## src/rtl/bbtron_pkg.sv

```systemverilog
// Shared FSM state and jump-select encodings for the PC sequencer.
// Pure declarations; no latency and no flow control involved.
package bbtron_pkg;

  typedef enum logic [1:0] {
    STEP_WAIT = 2'd0,
    RUN       = 2'd1,
    HALT      = 2'd2
  } state_e;

  localparam logic [1:0] JS_SEQ    = 2'b00;
  localparam logic [1:0] JS_BRANCH = 2'b01;
  localparam logic [1:0] JS_ABS    = 2'b10;
  localparam logic [1:0] JS_REG    = 2'b11;

endpackage

```

## src/rtl/pc_stack.sv

```systemverilog
// Return-address LIFO: push/pop take effect at the clock edge, top/count/full/empty are registered-state views.
// No backpressure: push while full and pop while empty are ignored; the caller flags those cases.
module pc_stack #(
  parameter int DATA_W = 16,
  parameter int DEPTH  = 8
) (
  input  logic                         clk_i,
  input  logic                         rst_n_i,
  input  logic                         push_i,
  input  logic                         pop_i,
  input  logic [DATA_W-1:0]            data_i,
  output logic [DATA_W-1:0]            top_o,
  output logic [$clog2(DEPTH+1)-1:0]   count_o,
  output logic                         full_o,
  output logic                         empty_o
);

  localparam int CNT_W = $clog2(DEPTH + 1);
  localparam int IDX_W = $clog2(DEPTH);

  logic [DATA_W-1:0] mem_q [DEPTH];
  logic [CNT_W-1:0]  count_q, count_d;
  logic [IDX_W-1:0]  wr_idx, rd_idx;
  logic              do_push, do_pop;

  assign full_o  = (count_q == CNT_W'(DEPTH));
  assign empty_o = (count_q == '0);
  assign do_push = push_i & ~full_o;
  assign do_pop  = pop_i & ~empty_o & ~push_i;
  assign wr_idx  = IDX_W'(count_q);
  assign rd_idx  = IDX_W'(count_q - CNT_W'(1));
  assign top_o   = mem_q[rd_idx];
  assign count_o = count_q;

  always_comb begin
    count_d = count_q;
    if (do_push) begin
      count_d = count_q + CNT_W'(1);
    end else if (do_pop) begin
      count_d = count_q - CNT_W'(1);
    end
  end

  always_ff @(posedge clk_i or negedge rst_n_i) begin
    if (!rst_n_i) begin
      count_q <= '0;
    end else begin
      count_q <= count_d;
    end
  end

  // Entries are left stale on reset; an empty count makes them unreachable.
  always_ff @(posedge clk_i) begin
    if (do_push) begin
      mem_q[wr_idx] <= data_i;
    end
  end

endmodule

```

## src/rtl/pc_sequencer.sv

```systemverilog
// Program counter sequencer with run/step/halt control and a call/return stack.
// Next PC commits on the edge ending an advance cycle; halt freezes the PC until resume.
module pc_sequencer
  import bbtron_pkg::*;
#(
  parameter int                ADDR_W      = 16,
  parameter int                STACK_DEPTH = 8,
  parameter logic [ADDR_W-1:0] RESET_PC    = '0
) (
  input  logic                             clk_i,
  input  logic                             rst_n_i,
  input  logic                             run_mode_i,
  input  logic                             step_btn_i,
  input  logic                             hlt_i,
  input  logic                             resume_i,
  input  logic [1:0]                       jump_sel_i,
  input  logic                             branch_taken_i,
  input  logic                             call_i,
  input  logic                             ret_i,
  input  logic [ADDR_W-1:0]                imm_i,
  input  logic [ADDR_W-1:0]                target_i,
  input  logic [ADDR_W-1:0]                reg_target_i,
  output logic [ADDR_W-1:0]                pc_o,
  output logic                             advance_o,
  output logic [1:0]                       state_o,
  output logic [$clog2(STACK_DEPTH+1)-1:0] stack_count_o,
  output logic                             stack_overflow_o,
  output logic                             stack_underflow_o
);

  state_e            state_q, state_d;
  logic              step_q;
  logic              step_edge;
  logic              advance;
  logic [ADDR_W-1:0] pc_q, pc_d, pc_inc;
  logic              ovf_q, ovf_d, udf_q, udf_d;
  logic              push, pop;
  logic [ADDR_W-1:0] stack_top;
  logic              stack_full, stack_empty;

  assign step_edge = step_btn_i & ~step_q;
  assign pc_inc    = pc_q + ADDR_W'(1);

  always_ff @(posedge clk_i or negedge rst_n_i) begin
    if (!rst_n_i) begin
      state_q <= STEP_WAIT;
    end else begin
      state_q <= state_d;
    end
  end

  always_comb begin
    state_d = state_q;
    case (state_q)
      STEP_WAIT: begin
        if (advance && hlt_i)  state_d = HALT;
        else if (run_mode_i)   state_d = RUN;
      end
      RUN: begin
        if (hlt_i)             state_d = HALT;
        else if (!run_mode_i)  state_d = STEP_WAIT;
      end
      HALT: begin
        if (resume_i)          state_d = run_mode_i ? RUN : STEP_WAIT;
      end
      default:                 state_d = STEP_WAIT;
    endcase
  end

  always_comb begin
    advance = 1'b0;
    case (state_q)
      RUN:       advance = 1'b1;
      STEP_WAIT: advance = step_edge;
      default:   advance = 1'b0;
    endcase
  end

  // Return beats call beats jump_sel; a halting instruction commits nothing.
  always_comb begin
    pc_d  = pc_q;
    ovf_d = ovf_q;
    udf_d = udf_q;
    push  = 1'b0;
    pop   = 1'b0;
    if (advance && !hlt_i) begin
      if (ret_i) begin
        if (stack_empty) begin
          pc_d  = pc_inc;
          udf_d = 1'b1;
        end else begin
          pc_d = stack_top;
          pop  = 1'b1;
        end
      end else if (call_i) begin
        pc_d = target_i;
        if (stack_full) ovf_d = 1'b1;
        else            push  = 1'b1;
      end else begin
        case (jump_sel_i)
          JS_SEQ:    pc_d = pc_inc;
          JS_BRANCH: pc_d = branch_taken_i ? (pc_inc + imm_i) : pc_inc;
          JS_ABS:    pc_d = target_i;
          JS_REG:    pc_d = reg_target_i;
          default:   pc_d = pc_inc;
        endcase
      end
    end
  end

  always_ff @(posedge clk_i or negedge rst_n_i) begin
    if (!rst_n_i) begin
      pc_q   <= RESET_PC;
      step_q <= 1'b0;
      ovf_q  <= 1'b0;
      udf_q  <= 1'b0;
    end else begin
      pc_q   <= pc_d;
      step_q <= step_btn_i;
      ovf_q  <= ovf_d;
      udf_q  <= udf_d;
    end
  end

  pc_stack #(
    .DATA_W (ADDR_W),
    .DEPTH  (STACK_DEPTH)
  ) u_stack (
    .clk_i   (clk_i),
    .rst_n_i (rst_n_i),
    .push_i  (push),
    .pop_i   (pop),
    .data_i  (pc_inc),
    .top_o   (stack_top),
    .count_o (stack_count_o),
    .full_o  (stack_full),
    .empty_o (stack_empty)
  );

  assign pc_o              = pc_q;
  assign advance_o         = advance;
  assign state_o           = state_q;
  assign stack_overflow_o  = ovf_q;
  assign stack_underflow_o = udf_q;

endmodule

```

## config.mk

```make
export PLATFORM = sky130hd
export DESIGN_NAME = pc_sequencer
export DESIGN_NICKNAME = d
export VERILOG_FILES = /design/src/rtl/bbtron_pkg.sv /design/src/rtl/pc_stack.sv /design/src/rtl/pc_sequencer.sv
export SDC_FILE = /design/constraint.sdc
export NUM_CORES = 1
export LEC_CHECK = 0
export ABC_CLOCK_PERIOD_IN_PS = 7300
export BUFFER_PORTS_ARGS = -buffer_cell sky130_fd_sc_hd__buf_2
export CELL_PAD_IN_SITES_DETAIL_PLACEMENT = 0
export CELL_PAD_IN_SITES_GLOBAL_PLACEMENT = 1
export CORE_UTILIZATION = 49
export DETAILED_ROUTE_END_ITERATION = 12
export GPL_TIMING_DRIVEN = 0
export PLACE_DENSITY = 0.89
export SETUP_SLACK_MARGIN = 0.4
export SLEW_MARGIN = 10
export SYNTH_ARGS = -nofsm -noshare
export SYNTH_HDL_FRONTEND = slang
export SYNTH_SLANG_ARGS = --single-unit
```

## constraint.sdc

```tcl
create_clock -name clk_i -period 7.3 [get_ports clk_i]
set_input_delay 1.095 -clock clk_i [delete_from_list [all_inputs] [get_ports clk_i]]
set_output_delay 1.095 -clock clk_i [all_outputs]
set_load 0.03 [all_outputs]
```

* Word-level counts from Yosys, hierarchy flattened
Memory sizes are Yosys's and may differ from the RTL's.
Cells that the tools add are included.
** Cells by class
- Add/sub/neg operators :: 4
- Equal/unequal tests :: 9
- Mux-type cells :: 24
- Bitwise logic cells :: 9
- Reduce and logical (&&, ||, !) cells :: 10
** Operators by type and width (count)
- two-way mux 16 bit :: 4
- one-hot mux 16 bit (4 select lines) :: 1
- adder 16 x 1 -> 16 bit, second input constant :: 1
- adder 16 bit :: 1
- two-way mux 1 bit :: 10
- two-way mux 2 bit :: 5
- two-way mux 4 bit :: 2
- equality test 2 bit, second input constant :: 3
- != test 3 bit, second input constant :: 2
- one-hot mux 2 bit (3 select lines) :: 1
- AND reduction 3 bit :: 2
- inverter 1 bit :: 5
- adder 4 x 1 -> 4 bit, second input constant :: 1
- AND 1 bit :: 4
- equality test 2 x 1 -> 1 bit, second input constant :: 2
- equality test 4 bit, second input constant :: 1
- zero test 2 bit :: 2
- zero test 4 bit :: 1
- AND reduction 4 bit :: 1
- subtractor 4 x 1 -> 4 bit, second input constant :: 1
- logical AND 1 bit :: 2
- != test 2 bit, second input constant :: 1
- one-hot mux 1 bit (2 select lines) :: 1
- nonzero test 2 bit :: 1
- zero test 1 bit :: 1
** Word-level totals
- Register bits after elaboration :: 25
- Memory bits (writable) :: 128
- Input port bits :: 59
- Output and inout port bits :: 25
- Logic and storage cells :: 63
- Memories :: 1
** Memories
- u_stack.mem_q :: words 8, bits a word 16, read ports 1, clocked after memory_dff 0, wr ports 1, line pc_stack.sv:21 : logic [DATA_W-1:0] mem_q [DEPTH];

* Logic depth before layout (Yosys ltp)
Gate-level depths: netlist (run 1).
- Depth after elaboration :: 9
- Gate-level depth with buffers :: 12

* By module
A second synthesis (run 1) with hierarchy kept.
** Second synthesis, totals
- Cell total of the unflattened synthesis :: 631
- Area total of the unflattened synthesis :: 8204.1 um2
** By module, submodules not included
- pc_stack :: times used 1, cells an instance 244, area each 5275.1 um2
- pc_sequencer :: times used 1, cells an instance 387, area each 2929.1 um2

* Worst setup path before layout (run 1)
No wires, ideal clock.
- Path kind :: input port to flip-flop
- Start point :: input step_btn_i
- End point :: memory u_stack.mem_q[0][0], enable pin
- Arrival :: 3.249 ns
- Setup slack :: 3.641 ns
- Stages on the path :: 6
- Buffers on the path :: 0
- Path through :: nor2b_1 o21a_1 and2_1 nand2_1 or2_2 nor3_1
** Between the ends
- Cells in the longest elaborated chain, start to end :: 7
** Ends and longest elaborated chain
- start, declared :: line pc_sequencer.sv:13 : input logic step_btn_i,
- AND 1 bit :: line pc_sequencer.sv:41 : assign step_edge = step_btn_i & ~step_q;
- one-hot mux 1 bit (2 select lines) :: line pc_sequencer.sv:72 : case (state_q)
- logical AND 1 bit :: line pc_sequencer.sv:86 : if (advance && !hlt_i) begin
- two-way mux 1 bit :: line pc_sequencer.sv:86
- AND 1 bit :: line pc_stack.sv:28 : assign do_push = push_i & ~full_o;
- two-way mux 1 bit :: line pc_stack.sv:54 : if (do_push) begin
- two-way mux 1 bit (implied by the code) :: line pc_stack.sv:55 : mem_q[wr_idx] <= data_i;
- end, declared :: line pc_stack.sv:21
No other way between the ends.

* Worst setup path in the final report (run 1)
- Start point :: register pc_q[0] (netlist: pc_o[0])
- End point :: register pc_q[9] (netlist: pc_o[9])
** Between the ends
- Cells in the longest elaborated chain, start to end :: 6
- Elaborated cells on any way between the ends :: 7
- Those cells by class :: add/sub: 2; mux: 5
** Ends and longest elaborated chain
- start, declared :: line pc_sequencer.sv:35 : logic [ADDR_W-1:0] pc_q, pc_d, pc_inc;
- start signal, assigned :: line pc_sequencer.sv:118 : pc_q <= pc_d;
- adder 16 x 1 -> 16 bit :: line pc_sequencer.sv:42 : assign pc_inc = pc_q + ADDR_W'(1);
- via pc_inc[4] :: line pc_sequencer.sv:35
- adder 16 bit :: line pc_sequencer.sv:102 : JS_BRANCH: pc_d = branch_taken_i ? (pc_inc + imm_i) : pc_inc;
- two-way mux 16 bit :: line pc_sequencer.sv:102
- one-hot mux 16 bit (4 select lines) :: line pc_sequencer.sv:100 : case (jump_sel_i)
- two-way mux 16 bit :: line pc_sequencer.sv:95 : end else if (call_i) begin
- two-way mux 16 bit :: line pc_sequencer.sv:87 : if (ret_i) begin
The timed path passes the listed nets, and every way through them passes these cells.
A chain may end at the register's enable or synchronous reset.

==> metrics.md, run 1 <==
| Metric | Value |
|---|---|
| Status | `finished clean` |
| Tcrit/Tclk final | `54.7%` |
| Mapped cell area | `approximately 8100 um^2` |
| Setup_tns | `0 ps` |
| Most common flop cell mapped by yosys | `edfxtp_1` |
| Routed wire length | `roughly 23000 um` |
| I/O Buffers | `83` |
| CTS buffer count | `17` |
| Initial DRC Count | `roughly 770` |
| Syn nets | `roughly 740` |
| Gpl congestion | `~0.93` |
| Final total power | `approximately 4 mW` |
| Clk buf depth | `2` |
| Gr usage total | `28.3%` |
| H-tree levels | `4` |
| Setup-failing EPs final | `0` |
| Layout cells sized above 1 | `about 25%` |
| Vias in the first global route | `about 5900` |
| Worst path required time | `7590 ps` |
| NetSw | `1.70 mW` |
| Mean number of vias per cell | `roughly 6.3` |
| Number of synthesized flops with an enable pin | `around 130` |
| Top Ports | `84` |
| Clock sinks | `approximately 150` |
| Synth cell count leaders | `128 x edfxtp_1, 68 x nand2_1, 50 x a21oi_1` |
| Critical R2R Launch | `pc_o[0]` |
| Diodes inserted | `0` |
| Count of different cell masters after synthesis | `66` |
| Worst path arrival time | `4290 ps` |
| Post-CTS Resized | `0` |
| Count leader, synth | `edfxtp_1` |
| Syn avg cell area | `~12 um^2` |
| Worst Setup EP | `pc_o[9]` |
| Worst slew margin | `26.2%` |
| Synth warn | `0` |
| Switching share of power | `41.7%` |
| CTS clk-pin slew, worst paths | `~70 ps` |
| Initial Utilization | `50.6%` |
| Seq cells post-synth | `about 150` |
| Post-CTS Setup Inserts | `0` |
| Mapped Cells | `655` |
| Largest net degree at the start of global routing | `26` |
| Row count | `between 40 and 50` |
| Full die area | `17000 um^2` |
| Root Buffer | `clkbuf_16` |
| # DRC | `0` |
| Wirelength per Cell | `23.1 um` |
| Async S/R FF share, synth | `approximately 16%` |
| Final Slew Violations | `0` |
| Chip Height | `~130 um` |
| Fin crit period | `between 3000 and 4000 ps` |
| Clock Skew | `13.3 ps` |
| Final core utilization | `59.4%` |
| Static leakage | `between 3 and 4 nW` |
| PD cells | `between 400 and 500 nW/um^2` |
| Top cell type's share of synthesized area | `approximately 48%` |
| Clock latency on the worst-skew pair | `approximately 420 ps` |
| Vias | `around 6300` |
| CP startpoint | `pc_o[0]` |
| CP cell instances | `ha_1 > nand3_1 > xnor2_1 > ha_1 > a21oi_1 > o21ai_1 > a21oi_1 > xnor2_1 > a2111oi_0 > nor2_1` |
| Seq pwr share | `roughly a third` |
| Initial antenna violation count | `0` |
| GRT overflow | `0` |
| Reg-to-reg critical path endpoint | `pc_o[9]` |
| DRT Pass-1 Iters | `6` |
| Final hold vios | `0` |
| Final #Nets | `around 850` |
| Worst-Margin Slew | `between 1000 and 1500 ps` |
| First-pass GRT wire length | `34500 um` |
| Max Cap Violations | `0` |
| HP Class | `reg2reg` |
| Clock share of power | `between 20% and 30%` |
| Sequential cell area fraction in the yosys report | `between 50% and 60%` |
| Worst Path Class, Setup | `reg2reg` |
| Peak VDD IR | `slightly above 0.0003 V` |
| F_max | `around 250 MHz` |
| Startpoint types | `register` |
| Comb pwr share | `around 47%` |
| TritonCTS clock tree | `done` |
| Slowest stage delay, CP | `about 800 ps` |
| Synth area leader | `edfxtp_1` |
| Top cells by area, synth | `edfxtp_1 48%, mux4_2 9.2%, dfrtp_1 7.7%` |
| Hold_buf cts | `0` |
| Final HPWL DP | `between 15000 and 20000 um` |
| Flop2flop setup slack | `3300 ps` |
| Synth-to-Final Area Change | `17.5%` |
| Die Width | `131 um` |
| Cell-internal power | `around 2.4 mW` |
| Filler cell count | `~1300` |
| CP Max Fanout | `11` |
| Worst R2R Path Depth | `10` |
| Slowest stage cell, crit path | `xnor2_1` |
| Unrepaired setup endpoints after global routing | `no` |
| Post-route ant nets | `0` |
| Crit end category | `register` |
| Core outline area | `about 16000 um^2` |
## sequential cells by signal (all words and copies together), names as in the netlist
| signal | flops |
|---|---|
| u_stack.mem_q | 128 |
| pc_o | 16 |
| u_stack.count_o | 4 |
| state_o | 2 |
| stack_overflow_o | 1 |
| stack_underflow_o | 1 |
| step_q | 1 |
## kinds of logic (layout without fill, tap and decap cells)
family | Yosys count | in the layout | share of synthesized area (%)
buf+inv | 49 | 174 | 2.58
fa+ha+maj | 22 | 22 | 3.49
flops | 153 | 153 | 55.2
xor+xnor | 27 | 27 | 2.92
mux | 37 | 37 | 9.68
simple gates | 198 | 198 | 12.4
compound gates | 169 | 169 | 13.7
## final cells by class
cell class | count | area (um^2) | share of cell area [%]
Sequential cell | 153 | 4470 | 47.0
Multi-Input combinational cell | 453 | 3440 | 36.2
Timing Repair Buffer | 93 | 539 | 5.67
Clock buffer | 20 | 437 | 4.59
Tap cell | 216 | 270 | 2.84
Buffer | 33 | 149 | 1.57
Clock inverter | 12 | 141 | 1.49
Inverter | 16 | 60.1 | 0.632
## layout by cell type, fill, tap and decap left out, types with 4 or more instances in the layout
cell type / instances
inv_1: 16
nor3_1: 13
dfrtp_1: 25
mux4_2: 33
buf_2: 94
nor2_2: 6
xnor2_1: 16
and3_1: 6
o221ai_1: 4
buf_4: 5
nand3b_1: 4
nor2b_1: 9
buf_8: 5
o21ai_0: 32
a211oi_1: 5
clkbuf_16: 17
nor2_1: 40
a31oi_1: 9
o211ai_1: 4
a221oi_1: 9
o21a_1: 8
nand2_1: 68
ha_1: 21
mux2i_1: 4
o21ai_1: 5
a2111oi_0: 4
buf_1: 4
nand4_1: 4
clkbuf_1: 18
a21o_1: 5
xor2_1: 11
o22ai_1: 4
nand3_1: 21
edfxtp_1: 128
a21oi_1: 50
## stage by stage
step / hold WS, ps / area (um^2) / cells / setup slack [ps]
floorplan: 637 / 8090 / 655 / 3640
global placement: 445 / 8780 / 954 / 2200
detailed placement: 453 / 8930 / 964 / 3450
CTS: 467 / 9500 / 996 / 3410
global route: 480 / 9500 / 996 / 3100
finish: 466 / 9500 / 996 / 3300
## power by group through the flow
stage / Combinational, mW / Clock (mW) / Sequential (mW)
final: 1.92 / 0.857 / 1.29
after global routing: 2.06 / 0.903 / 1.30
after floorplan: 1.23 / 0 / 1.39
after detailed placement: 1.89 / 0 / 1.30
after CTS: 1.91 / 0.866 / 1.29
after global placement: 1.82 / 0 / 1.30
## worst min path at each step
stage / slack (ps) / cells after the start / end / from
final: 470 / 1 / stack_overflow_o / stack_overflow_o
after global routing: 480 / 1 / stack_overflow_o / stack_overflow_o
after CTS: 470 / 1 / stack_overflow_o / stack_overflow_o
after detailed placement: 450 / 1 / stack_overflow_o / stack_overflow_o
after global placement: 450 / 1 / stack_underflow_o / stack_underflow_o
after floorplan: 640 / 1 / stack_underflow_o / stack_underflow_o
## layer usage
metal	routed length (um)	up-vias	track usage [%]
met5	0	-	0
met4	448	0	8.05
met3	1900	36	5.70
met2	11000	371	43.7
met1	9650	3114	40.7
li1	-	2781	-
## worst max-delay path, delay by kind of cell, from the launching register on
family          cells  cell delay [ps]
xor+xnor            2              920
flops               1              580
simple gates        2              220
compound gates      4             1330
fa+ha+maj           2              810
Note: power is estimated with default switching activity, not from simulation.
==> run 2, diff against run 1 <==
--- a/config.mk
+++ b/config.mk
@@ -5,14 +5,15 @@
 export SDC_FILE = /design/constraint.sdc
 export NUM_CORES = 1
 export LEC_CHECK = 0
-export ABC_CLOCK_PERIOD_IN_PS = 7300
+export ABC_AREA = 1
+export ABC_CLOCK_PERIOD_IN_PS = 3800
 export BUFFER_PORTS_ARGS = -buffer_cell sky130_fd_sc_hd__buf_2
 export CELL_PAD_IN_SITES_DETAIL_PLACEMENT = 0
 export CELL_PAD_IN_SITES_GLOBAL_PLACEMENT = 1
-export CORE_UTILIZATION = 49
+export CORE_UTILIZATION = 46
 export DETAILED_ROUTE_END_ITERATION = 12
 export GPL_TIMING_DRIVEN = 0
-export PLACE_DENSITY = 0.89
+export PLACE_DENSITY = 0.88
 export SETUP_SLACK_MARGIN = 0.4
 export SLEW_MARGIN = 10
 export SYNTH_ARGS = -nofsm -noshare
==> constraint.sdc (replaced) <==
create_clock -name clk_i -period 3.8 [get_ports clk_i]
set_input_delay 0.57 -clock clk_i [delete_from_list [all_inputs] [get_ports clk_i]]
set_output_delay 0.57 -clock clk_i [all_outputs]
set_load 0.03 [all_outputs]
==> metrics.md, run 2 <==
| Metric | Value |
|---|---|
| Worst slew margin | `roughly 54%` |
| DRT Pass-1 Iters | `5` |
| # DRC | `0` |
| Tcrit/Tclk final | `around 85%` |
| Diodes inserted | `0` |
| Worst-Margin Slew | `a little under 700 ps` |
| F_max | `between 300 and 400 MHz` |
| Clk buf depth | `2` |
| Mapped Cells | `roughly 900` |
| Root Buffer | `clkbuf_16` |
| Peak VDD IR | `~0.00046 V` |
| Gr usage total | `about a quarter` |
| Placed insts | `roughly 1200` |
| Async S/R FF share, synth | `about 16%` |
| Crit end category | `register` |
| Synth-to-Final Area Change | `17.6%` |
| Core outline area | `around 17000 um^2` |
| Hold_buf cts | `0` |
| Mapped cell area | `between 8000 and 9000 um^2` |
| Slowest stage cell, crit path | `nor2_2` |
| Cell-internal power | `between 4 and 5 mW` |
| Layout cells sized above 1 | `between 10% and 20%` |
| Setup_tns | `0 ps` |
| Synth cell count leaders | `137 x nand2_1, 129 x nor2_1, 128 x edfxtp_1` |
| Initial antenna violation count | `0` |
| Seq cells post-synth | `between 150 and 200` |
| Setup-failing EPs final | `0` |
| Top cell type's share of synthesized area | `between 40% and 50%` |
| Largest net degree at the start of global routing | `26` |
| Most common flop cell mapped by yosys | `edfxtp_1` |
| Vias | `~6800` |
| Final core utilization | `~56%` |
| Final HPWL DP | `approximately 17000 um` |
| Clock Skew | `between 9 and 10 ps` |
| Commonest non-fill, non-tap cell in the layout | `nand2_1` |
| Mean number of vias per cell | `between 5 and 6` |
| Chip Height | `approximately 140 um` |
| Syn avg cell area | `9.33 um^2` |
| Status | `finished clean` |
| Clock sinks | `about 150` |
| Count leader, synth | `nand2_1` |
| Worst R2R Path Depth | `10` |
| Initial Utilization | `a little under half` |
| Vias in the first global route | `between 6000 and 7000` |
| Max reg flops | `128` |
| PD cells | `roughly 850 nW/um^2` |
| Fin cells | `~1200` |
| Row count | `48` |
| Number of synthesized flops with an enable pin | `around 130` |
| Comb pwr share | `between 50 and 60%` |
| Syn nets | `approximately 970` |
| Routed wire length | `23200 um` |
| CP cell instances | `inv_2 > buf_2 > clkbuf_1 > ha_1 > nand2_1 > nor2_1 > nor3_4 > nand2_1 > nor2_2 > buf_6` |
| CP Max Fanout | `10` |
| Filler cell count | `approximately 1600` |
| Final hold vios | `0` |
| Clock share of power | `roughly 20%` |
| Post-CTS Setup Inserts | `0` |
| TritonCTS clock tree | `done` |
| Gpl congestion | `~0.85` |
| Post-route ant nets | `0` |
| Worst path required time | `roughly 4000 ps` |
| Max Cap Violations | `0` |
| Count of different cell masters after synthesis | `50` |
| Post-CTS Resized | `0` |
| Worst Path Class, Setup | `reg2reg` |
| HP Class | `in2async` |
| Seq pwr share | `29.5%` |
| Hold slack | `roughly 160 ps` |
| I/O Buffers | `slightly above 80` |
| Static leakage | `between 4 and 5 nW` |
| Fin crit period | `roughly 3200 ps` |
| Wirelength per Cell | `around 19 um` |
| GRT overflow | `0` |
| Initial DRC Count | `approximately 670` |
| Sequential cell area fraction in the yosys report | `54.1%` |
| Synth warn | `0` |
| Synth area leader | `edfxtp_1` |
| Top Ports | `84` |
| First-pass GRT wire length | `between 30000 and 40000 um` |
| NetSw | `between 3 and 4 mW` |
| Commonest non-fill, non-tap cells in the layout | `137 x nand2_1, 128 x edfxtp_1, 124 x nor2_1` |
| Final total power | `8.29 mW` |
| Unrepaired setup endpoints after global routing | `yes` |
| CTS buffer count | `17` |
| Die Width | `roughly 140 um` |
| H-tree levels | `4` |
| Full die area | `about 18000 um^2` |
| Most Frequent Cell on Critical Path | `nand2_1` |
| Final #Nets | `roughly 1100` |
| Slowest stage delay, CP | `between 500 and 600 ps` |
| Final Slew Violations | `0` |
| Clock latency on the worst-skew pair | `~420 ps` |
| Worst path arrival time | `3360 ps` |
| Top cells by area, synth | `edfxtp_1 47%, dfrtp_1 7.6%, nand2_1 6.2%` |
| CTS clk-pin slew, worst paths | `about 60 ps` |
| Startpoint types | `register` |
| Switching share of power | `a little under half` |
| Register with the most flip-flops | `u_stack.mem_q` |
## run 2: logic make-up (layout without fill, tap and decap cells)
kind of cell | count (synthesis) | in the layout | synth area share (%)
and+or+nand+nor | 327 | 327 | 16.9
AOI/OAI and AO/OA | 238 | 238 | 17.1
DFF | 153 | 153 | 54.1
buffers and inverters | 130 | 256 | 6.55
adders and majority gates | 22 | 22 | 3.42
xor gates and xnor gates | 14 | 14 | 1.80
muxes | 1 | 1 | 0.121
## run 2: metal layers
metal	GRT usage (%)	up-vias	part of all wire (%)	routed length (um)
met5	0	-	0	0
met4	11.0	0	2.7	617
met3	3.47	40	6.4	1480
met2	45.2	245	49	11400
met1	33.5	3186	42	9630
li1	-	3323	-	-
## run 2: area by class of cell
class	count	area (um^2)	area share [%]
clock inverter	10	128	1.31
clock buffer	22	454	4.68
tap	225	282	2.90
inverter	91	342	3.52
buffer	39	201	2.08
timing repair buffer	94	537	5.53
sequential	153	4470	46.0
multi-input combinational	602	3290	33.9
## run 2: path summary, 6_finish.rpt
path	from	to	slack [ps]
hold / removal	rst_n_i	stack_underflow_o	160
hold reg to reg	stack_overflow_o	stack_overflow_o	460
min in group clk_i	step_btn_i	step_q	260
max in group asynchronous	rst_n_i	pc_o[0]	3200
setup reg to reg	u_stack.count_o[0]	u_stack.mem_q[4][11]	570
setup / recovery	u_stack.count_o[0]	u_stack.mem_q[4][11]	570
## run 2: stage by stage
step	area [um^2]	worst slack, ps
after global routing	9710	375
final	9710	567
after global placement	8950	-875
after floorplan	8260	457
after detailed placement	9110	479
after CTS	9690	419
## run 2: worst max-delay path: cells and delay by family, from the launching register on
family,cells,cell delay [ps]
AND/OR/NAND/NOR,5,1320
buffers and inverters,4,770
flip-flops,1,520
adder cells (fa/ha/maj),1,300
## run 2: power groups by stage
stage                     Clock [mW]  Combinational, mW  Sequential (mW)
after detailed placement           0               4.10             2.47
final                           1.66               4.19             2.45
after global routing            1.73               4.62             2.46
after CTS                       1.67               4.13             2.44
after global placement             0               4.04             2.47
after floorplan                    0               2.60             2.66
